<file path="config.mk">
export PLATFORM = sky130hd
export DESIGN_NAME = match_controller
export DESIGN_NICKNAME = d
export VERILOG_FILES = /design/src/rtl/soccer_pkg.sv /design/src/rtl/sec_tick_gen.sv /design/src/rtl/match_controller.sv
export SDC_FILE = /design/constraint.sdc
export NUM_CORES = 1
export LEC_CHECK = 0
export CORE_UTILIZATION = 45
export CTS_CLUSTER_SIZE = 25
export DETAILED_ROUTE_END_ITERATION = 10
export PLACE_DENSITY = 0.74
export SKIP_LAST_GASP = 1
export SLEW_MARGIN = 20
export SYNTH_ARGS = -nofsm -noshare
export SYNTH_HDL_FRONTEND = slang
export SYNTH_SLANG_ARGS = --single-unit
</file>
<file path="constraint.sdc">
create_clock -name frame_clk -period 2.5 [get_ports frame_clk]
set_clock_uncertainty 0.2 [all_clocks]
set_input_delay 0.75 -clock frame_clk [delete_from_list [all_inputs] [get_ports frame_clk]]
set_output_delay 0.75 -clock frame_clk [all_outputs]
set_load 0.01 [all_outputs]
</file>
<file path="src/rtl/soccer_pkg.sv">
// rtl/soccer_pkg.sv - shared soccer game types, field constants and helpers
package soccer_pkg;

  typedef enum logic [2:0] {
    ST_IDLE       = 3'd0,
    ST_KICKOFF    = 3'd1,
    ST_PLAY       = 3'd2,
    ST_GOAL_PAUSE = 3'd3,
    ST_GAME_OVER  = 3'd4
  } match_state_t;

  typedef enum logic [1:0] {
    WIN_NONE  = 2'b00,
    WIN_LEFT  = 2'b01,
    WIN_RIGHT = 2'b10,
    WIN_DRAW  = 2'b11
  } winner_t;

  // Field geometry shared by the match controller, player and ball modules.
  localparam int SCREEN_W     = 640;
  localparam int SCREEN_H     = 480;
  localparam int FIELD_LEFT_GOAL_X  = 40;
  localparam int FIELD_RIGHT_GOAL_X = 600;
  localparam int FIELD_CROSSBAR_Y   = 380;

  // Score increment that sticks at the 4-bit ceiling.
  function automatic logic [3:0] score_inc(input logic [3:0] s);
    return (s == 4'hF) ? s : s + 4'd1;
  endfunction

  function automatic winner_t decide_winner(input logic [3:0] l, input logic [3:0] r);
    if (l > r) return WIN_LEFT;
    if (r > l) return WIN_RIGHT;
    return WIN_DRAW;
  endfunction

endpackage

</file>
<file path="src/rtl/sec_tick_gen.sv">
// rtl/sec_tick_gen.sv - sub-second frame counter producing a once-per-second tick
module sec_tick_gen #(
  parameter int FRAMES_PER_SEC = 60
) (
  input  logic frame_clk,
  input  logic Reset,
  input  logic clear,
  input  logic enable,
  output logic sec_tick
);

  localparam int W = (FRAMES_PER_SEC > 1) ? $clog2(FRAMES_PER_SEC) : 1;
  localparam logic [W-1:0] LAST = W'(FRAMES_PER_SEC - 1);

  logic [W-1:0] frame_cnt;

  // Count frames within the current second; clear restarts the second on a phase change.
  always_ff @(posedge frame_clk or posedge Reset) begin
    if (Reset)
      frame_cnt <= '0;
    else if (clear)
      frame_cnt <= '0;
    else if (enable)
      frame_cnt <= (frame_cnt == LAST) ? '0 : frame_cnt + W'(1);
  end

  assign sec_tick = enable && (frame_cnt == LAST);

endmodule

</file>
<file path="src/rtl/match_controller.sv">
// rtl/match_controller.sv - match phase sequencer, goal detection, scores and match clock
module match_controller import soccer_pkg::*; #(
  parameter int FRAMES_PER_SEC    = 60,
  parameter int KICKOFF_SEC       = 3,
  parameter int GOAL_PAUSE_FRAMES = 120,
  parameter int MATCH_SEC         = 90,
  parameter int WIN_SCORE         = 5,
  parameter int LEFT_GOAL_X       = FIELD_LEFT_GOAL_X,
  parameter int RIGHT_GOAL_X      = FIELD_RIGHT_GOAL_X,
  parameter int GOAL_Y_TOP        = FIELD_CROSSBAR_Y
) (
  input  logic       frame_clk,
  input  logic       Reset,
  input  logic       StartBtn,
  input  logic [9:0] BallX,
  input  logic [9:0] BallY,
  output logic       AllowInput,
  output logic       EntityReset,
  output logic [3:0] ScoreL,
  output logic [3:0] ScoreR,
  output logic [1:0] Countdown,
  output logic [6:0] TimeLeft,
  output logic [2:0] State,
  output logic [1:0] Winner
);

  localparam int PW = (GOAL_PAUSE_FRAMES > 1) ? $clog2(GOAL_PAUSE_FRAMES) : 1;
  localparam logic [PW-1:0] PAUSE_LAST = PW'(GOAL_PAUSE_FRAMES - 1);

  match_state_t state, state_n;
  winner_t      winner_q, winner_n;
  logic [3:0]   score_l_n, score_r_n;
  logic [1:0]   countdown_n;
  logic [6:0]   time_n;
  logic         allow_n, ent_reset_n;
  logic         start_q, start_edge;
  logic [PW-1:0] pause_cnt;
  logic         sec_tick;
  logic         left_goal, right_goal;

  assign start_edge = StartBtn & ~start_q;
  assign left_goal  = (BallX <= 10'(LEFT_GOAL_X))  && (BallY >= 10'(GOAL_Y_TOP));
  assign right_goal = (BallX >= 10'(RIGHT_GOAL_X)) && (BallY >= 10'(GOAL_Y_TOP));
  assign State  = state;
  assign Winner = winner_q;

  sec_tick_gen #(.FRAMES_PER_SEC(FRAMES_PER_SEC)) u_sec_tick (
    .frame_clk (frame_clk),
    .Reset     (Reset),
    .clear     (state_n != state),
    .enable    ((state == ST_KICKOFF) || (state == ST_PLAY)),
    .sec_tick  (sec_tick)
  );

  // Register phase, scores, clock and every output; start_q resets high to ignore a held button.
  always_ff @(posedge frame_clk or posedge Reset) begin
    if (Reset) begin
      state       <= ST_IDLE;
      ScoreL      <= 4'd0;
      ScoreR      <= 4'd0;
      TimeLeft    <= 7'(MATCH_SEC);
      Countdown   <= 2'd0;
      AllowInput  <= 1'b0;
      EntityReset <= 1'b0;
      winner_q    <= WIN_NONE;
      start_q     <= 1'b1;
    end else begin
      state       <= state_n;
      ScoreL      <= score_l_n;
      ScoreR      <= score_r_n;
      TimeLeft    <= time_n;
      Countdown   <= countdown_n;
      AllowInput  <= allow_n;
      EntityReset <= ent_reset_n;
      winner_q    <= winner_n;
      start_q     <= StartBtn;
    end
  end

  // Goal-pause frame counter, restarted whenever a phase is entered.
  always_ff @(posedge frame_clk or posedge Reset) begin
    if (Reset)
      pause_cnt <= '0;
    else if (state_n != state)
      pause_cnt <= '0;
    else if (state == ST_GOAL_PAUSE)
      pause_cnt <= pause_cnt + PW'(1);
  end

  // Next phase and next register values; a goal on the final second still wins over timeout.
  always_comb begin
    state_n     = state;
    score_l_n   = ScoreL;
    score_r_n   = ScoreR;
    time_n      = TimeLeft;
    countdown_n = Countdown;
    winner_n    = winner_q;
    ent_reset_n = 1'b0;
    case (state)
      ST_IDLE, ST_GAME_OVER: begin
        if (start_edge) begin
          state_n     = ST_KICKOFF;
          ent_reset_n = 1'b1;
          score_l_n   = 4'd0;
          score_r_n   = 4'd0;
          time_n      = 7'(MATCH_SEC);
          countdown_n = 2'(KICKOFF_SEC);
          winner_n    = WIN_NONE;
        end
      end
      ST_KICKOFF: begin
        if (sec_tick) begin
          if (Countdown > 2'd1) begin
            countdown_n = Countdown - 2'd1;
          end else begin
            countdown_n = 2'd0;
            state_n     = ST_PLAY;
          end
        end
      end
      ST_PLAY: begin
        if (sec_tick && (TimeLeft != 7'd0))
          time_n = TimeLeft - 7'd1;
        if (left_goal) begin
          score_r_n = score_inc(ScoreR);
          state_n   = ST_GOAL_PAUSE;
        end else if (right_goal) begin
          score_l_n = score_inc(ScoreL);
          state_n   = ST_GOAL_PAUSE;
        end else if (sec_tick && (TimeLeft == 7'd1)) begin
          state_n = ST_GAME_OVER;
        end
      end
      ST_GOAL_PAUSE: begin
        if (pause_cnt == PAUSE_LAST) begin
          if ((ScoreL >= 4'(WIN_SCORE)) || (ScoreR >= 4'(WIN_SCORE)) || (TimeLeft == 7'd0)) begin
            state_n = ST_GAME_OVER;
          end else begin
            state_n     = ST_KICKOFF;
            ent_reset_n = 1'b1;
            countdown_n = 2'(KICKOFF_SEC);
          end
        end
      end
      default: state_n = ST_IDLE;
    endcase
    if ((state_n == ST_GAME_OVER) && (state != ST_GAME_OVER))
      winner_n = decide_winner(score_l_n, score_r_n);
    allow_n = (state_n == ST_PLAY);
  end

endmodule

</file>
Word-level counts from Yosys, hierarchy flattened
Index checks and enable logic that the tools add are counted.
{"block": "op_classes", "add_sub_neg": 6, "order_cmp": 8, "n_eq_ne": 18, "n_mux": 48, "bitwise_logic": 2, "reduce_logical": 22}
{"op": "$mux 4", "count": 7}
{"op": "$mux 7", "count": 4}
{"op": "$mux 2", "count": 12}
{"op": "$mux 3", "count": 8}
{"op": "$mux 6", "count": 3}
{"op": "$pmux 4 s2", "count": 2}
{"op": "$pmux 7 s2", "count": 1}
{"op": "$pmux 3 s4", "count": 1}
{"op": "$ge 10x10->1 const B", "count": 1}
{"op": "$ge 10x9->1 const B", "count": 1}
{"op": "$le 10x6->1 const B", "count": 1}
{"op": "$reduce_bool 2->1", "count": 5}
{"op": "$eq 3x2->1 const B", "count": 3}
{"op": "$add 4x1->4 const B", "count": 2}
{"op": "$eq 4x4->1 const B", "count": 2}
{"op": "$ge 4x3->1 const B", "count": 2}
{"op": "$gt 4x4->1", "count": 2}
{"op": "$mux 1", "count": 8}
{"op": "$add 7x1->7 const B", "count": 1}
{"op": "$eq 7x1->1 const B", "count": 1}
{"op": "$eq 7x7->1 const B", "count": 1}
{"op": "$logic_not 7->1", "count": 1}
{"op": "$reduce_bool 7->1", "count": 1}
{"op": "$sub 7x1->7 const B", "count": 1}
{"op": "22 further kinds", "count": 33}
{"block": "word_totals", "regBits": 38, "in_bits": 23, "elab_cells": 115}

Logic depth before layout (Yosys ltp)
{"block": "logic_depth", "word_depth": 16, "depth_mapped": 12, "mapped_depth_nobuf": 11}

Hierarchy
A second synthesis with hierarchy kept.
{"block": "unflattened", "hier_cells": 244, "hier_area_um2": 2358.5}
{"module": "match_controller", "n_inst": 1, "cells_each": 207, "area_each_um2": 2014.4}
{"module": "sec_tick_gen", "n_inst": 1, "cells_each": 37, "area_each_um2": 344.1}

Worst setup path after synthesis
No wires, ideal clock.
{"block": "synth_timing", "path_kind": "input to register", "startpoint": "in BallY[4]", "endpoint": "reg winner_q[0], in the netlist Winner[0]", "setup_ns": 0.135, "t_arrival_ns": 2.714, "slack_ns": -0.549, "stages": 11, "path_cell_list": "and4b_1 a221oi_2 a311oi_1 and2_1 mux2_2 ha_1 inv_1 a21oi_1 o21a_1 a41oi_1 mux2i_1"}
{"block": "synth_between", "elab_chain_len": 12}
{"element": "from (decl)", "line": "match_controller.sv:16", "source": "input logic [9:0] BallY,"}
{"element": "$ge 10x9->1 *", "line": "match_controller.sv:42, match_controller.sv:43"}
{"element": "$logic_and 1x1->1", "line": "match_controller.sv:43", "source": "assign right_goal = (BallX >= 10'(RIGHT_GOAL_X)) && (BallY >= 10'(GOAL_Y_TOP));"}
{"element": "$mux 4", "line": "match_controller.sv:127", "source": "end else if (right_goal) begin"}
{"element": "$mux 4 *", "line": "match_controller.sv:124", "source": "if (left_goal) begin"}
{"element": "$pmux 4 s2 *", "line": "match_controller.sv:99", "source": "case (state)"}
{"element": "via score_l_n[0]", "line": "match_controller.sv:32", "source": "logic [3:0] score_l_n, score_r_n;"}
{"element": "$gt 4x4->1", "line": "soccer_pkg.sv:33", "source": "if (r > l) return WIN_RIGHT;"}
{"element": "$mux 1 (2 in a row)", "line": "soccer_pkg.sv:33"}
{"element": "$mux 1", "line": "match_controller.sv:147", "source": "if ((state_n == ST_GAME_OVER) && (state != ST_GAME_OVER))"}
{"element": "$mux 2", "line": "soccer_pkg.sv:34", "source": "return WIN_DRAW;"}
{"element": "$mux 2 *", "line": "soccer_pkg.sv:33"}
{"element": "$mux 2 *", "line": "match_controller.sv:147"}
{"element": "to (signal assigned)", "line": "match_controller.sv:75", "source": "winner_q <= winner_n;"}
{"element": "to (decl)", "line": "match_controller.sv:31", "source": "winner_t winner_q, winner_n;"}
The timed path passes the listed nets; every way through them passes the cells marked *. The select of a mux whose other input is x is not followed.
A chain may end at the register's enable or synchronous reset.

Final worst setup path
{"block": "layout_timing", "startpoint": "in StartBtn", "endpoint": "reg winner_q[0], in the netlist Winner[0]"}
{"block": "layout_between", "elab_chain_len": 10}
{"element": "from (decl)", "line": "match_controller.sv:14", "source": "input logic StartBtn,"}
{"element": "$and 1x1->1 *", "line": "match_controller.sv:41", "source": "assign start_edge = StartBtn & ~start_q;"}
{"element": "$mux 4", "line": "match_controller.sv:101", "source": "if (start_edge) begin"}
{"element": "$pmux 4 s2", "line": "match_controller.sv:99"}
{"element": "$gt 4x4->1", "line": "soccer_pkg.sv:33"}
{"element": "$mux 1 (2 in a row)", "line": "soccer_pkg.sv:33"}
{"element": "$mux 1", "line": "match_controller.sv:147"}
{"element": "$mux 2", "line": "soccer_pkg.sv:34"}
{"element": "$mux 2", "line": "soccer_pkg.sv:33"}
{"element": "$mux 2", "line": "match_controller.sv:147"}
Every way passes the cells marked *; elsewhere a longest branch is shown, timed or not. The select of a mux whose other input is x is not followed.

==> out/results.tsv <==
stage	metric	value	unit
detailed_routing	drt first pass iters	5	
logic_synthesis	Main synth FF type	dfrtp_1	
worst_setup_path	Crit. End Element	register	
clock_network	CTS tree	built	
clock_network	clk buf depth	2	
global_route	first-pass GRT wire length	10180	um
detailed_routing	per-cell routed wire length	16.88	um
placement	placed instance count	383	
worst_setup_path	R2R Path Start	State[1]	
detailed_routing	WL final	6750	um
logic_synthesis	Gate Count Post-Synth	242	
logic_synthesis	Synth area leaders	dfrtp_1, ha_1, dfstp_2	
logic_synthesis	Synth Net Count	279	
timing	period utilization	112.8	%
final_layout	Layout area overhead	47.66	%
logic_synthesis	most frequent cell after synthesis	dfrtp_1	
logic_synthesis	mapped cell area	2379	um^2
placement	HPWL Detailed	4590	um
die	Core Area	5107	um^2
final_layout	area of the multi-input gates	1605	um^2
timing	Fin. Hold Viols	0	
final_layout	Layout Cells excl Fill	400	
worst_setup_path	cells on worst reg2reg path	11	
power_and_ir_drop	power per cell area	454.7	nW/um^2
clock_network	Root Buffer	clkbuf_8	
power_and_ir_drop	leakage	0.001478	uW
timing	Final Critical Period	2.820	ns
worst_setup_path	crit path capture	Winner[0]	
global_route	Total GRT Usage	24.36	%
logic_synthesis	register area share after synthesis	40.24	%
detailed_routing	Via density	5.658	
clock_network	total clock sinks	38	
final_layout	Reg area	957.2	um^2
status	status	finished, violations left	
placement	Place WS	-1.131	ns
detailed_routing	Residual DRC	0	
logic_synthesis	Yosys top cell by area	dfrtp_1	
final_layout	fin nets	366	
worst_setup_path	Reg2Reg Capture Point	Winner[0]	
timing	RSZ-0062 raised after global routing	yes	
detailed_routing	Routed Antenna Nets	0	
detailed_routing	Initial DRC Count	84	
timing	post-route worst setup slack	-0.3199	ns
worst_setup_path	Critical Path Start Type	input pin	
clock_network	clk_lat worst skew	0.29	ns
global_route	largest net degree at the start of global routing	19	
power_and_ir_drop	VDD IR max	0.3191	mV
die	Starting Density	46.57	%
logic_synthesis	synth warn	0	
logic_synthesis	EDFF count, synth	0	
placement	I/O Buffers	44	
logic_synthesis	Commonest cells post-synth	dfrtp_1, nor2_1, nand2_1, ha_1, inv_1	
final_layout	share of layout cells above drive strength 1	35.76	%
global_route	vias in the first global route	2271	
timing	Max-slew headroom	69.37	%
clock_network	clk slew on worst S/H paths	0.08	ns
die	io pins	47	
clock_network	cts bufs inserted	5	
timing	Max Fclk	0.3546	GHz
timing	fin. max-slew vios	0	
global_route	global route total overflow	0	
logic_synthesis	post-synthesis async set-or-reset flop share	100.0	%
logic_synthesis	FF+latch count, synth	38	
timing	Slew @ Worst Pin	0.4585	ns
worst_setup_path	CP required	2.47	ns
worst_setup_path	Worst Setup SP	StartBtn	
logic_synthesis	Mapped Avg Cell Area	9.829	um^2
status	failing checks	negative setup slack	
worst_setup_path	CP Max Fanout	7	
die	die area	5580	um^2
worst_hold_path	HP Class	register to register	
flow_run	maxcap violations	0	
final_layout	# diodes	0	
die	chip height	74.70	um
die	num rows	26	
global_route	initial antenna violation count	0	
die	Die X	74.70	um
timing	# setup viols final	2	
clock_network	CTS HTree Levels	2	
logic_synthesis	synth unique cells	60	
detailed_routing	via count	2263	
logic_synthesis	Yosys top cell area share	34.72	%
placement	GP Congestion	0.8606	
worst_setup_path	WS Path Type	input pin to register	
final_layout	fillers	408	
worst_setup_path	Worst R2R Setup Slack	-0.10	ns
worst_setup_path	Arr. time, crit path	2.79	ns
power_and_ir_drop	Tot Pwr	1597	uW
[cell families (layout without fill, tap and decap cells)]
group / Yosys count / in the layout / synth area share, %
compound gates: 59 / 59 / 18.78
xor+xnor: 14 / 14 / 5.155
fa+ha+maj: 14 / 14 / 7.365
buf+inv: 19 / 107 / 3.787
flops: 38 / 38 / 40.24
mux: 6 / 6 / 2.683
simple gates: 92 / 92 / 21.99
[critical path, stage by stage]
cell	delay, ns
dlygate4sd2_1	0.21
or3b_4	0.41
a21oi_4	0.22
buf_4	0.22
a311o_1	0.24
ha_4	0.23
buf_4	0.13
buf_4	0.12
a41oi_2	0.17
mux2i_1	0.10
[how the worst min path moves through the flow]
stage                             from            to  slack [ns]  cells past startpoint
after floorplan           pause_cnt[5]  pause_cnt[5]        0.31                      2
after global placement    Countdown[1]  Countdown[1]        0.31                      1
after detailed placement  Countdown[1]  Countdown[1]        0.30                      1
after CTS                 Countdown[1]  Countdown[1]        0.32                      1
after global routing      Countdown[1]  Countdown[1]        0.36                      1
final                     Countdown[1]  Countdown[1]        0.32                      1
[stage by stage]
stage               TNS, ns  instance area (um^2)  util [%]  hold slack (ns)
floorplan           -0.7803                  2409         -           0.3093
global placement     -11.09                  3159     61.86           0.3076
detailed placement   -12.25                  3159     61.86           0.3027
CTS                 -0.4970                  3447     67.49           0.3185
global route        -0.9006                  3512     68.77           0.3561
finish              -0.5137                  3512     68.77           0.3189
[repair_timing]
| item | CTS | global route |
|---|---|---|
| gates resized for setup | 72 | 30 |
| hold buffers | 0 | 0 |
| buffers inserted | 8 | 2 |
| endpoints found under the setup margin | 19 | 7 |
| pin swaps | 24 | 21 |
[placed cells by master (no fill, tap or decap), types with 3 or more instances in the layout]
master and instances:
clkbuf_2 8, nor2_1 19, nand2b_1 5, a31oi_1 3
a21oi_1 6, o21ai_0 5, clkbuf_8 6, a21oi_2 6
ha_1 11, nor3_1 8, a21o_1 5, o21ai_2 4
nand3_1 8, buf_4 36, xor2_1 6, buf_6 7
xnor2_1 8, dlygate4sd2_1 3, dfrtp_1 33, dfstp_2 5
clkdlybuf4s50_1 25, ha_4 3, a311oi_4 3, nand2_1 17
inv_1 11, nand4_1 4, buf_2 6
[sequential cells by signal, indices dropped and copies added (netlist names)]
| register | flops |
|---|---|
| pause_cnt | 7 |
| Countdown | 2 |
| u_sec_tick.frame_cnt | 6 |
| start_q | 1 |
| EntityReset | 1 |
| TimeLeft | 7 |
| AllowInput | 1 |
| ScoreR | 4 |
| State | 3 |
| ScoreL | 4 |
| Winner | 2 |
[power by group]
part / total, uW / internal, uW / switching [uW]
Clock: 444 / 223 / 221
Sequential: 741 / 679 / 61.6
Combinational: 413 / 210 / 203
[layout make-up]
class / count / area share [%]
clock inverter: 1 / 0.1425
clock buffer: 7 / 2.458
multi-input combinational: 185 / 45.71
inverter: 12 / 1.283
timing repair buffer: 87 / 20.66
tap: 70 / 2.494
sequential: 38 / 27.25
[routing by layer]
metal,GRT usage (%),up-vias,part of all wire (%),wire [um]
li1,-,1060,-,-
met1,28.66,1119,42,2816
met2,43.54,59,51,3443
met3,4.819,25,4.0,267
met4,9.644,0,3.3,224
met5,0,-,0,0
(Power assumes the default switching activity.)
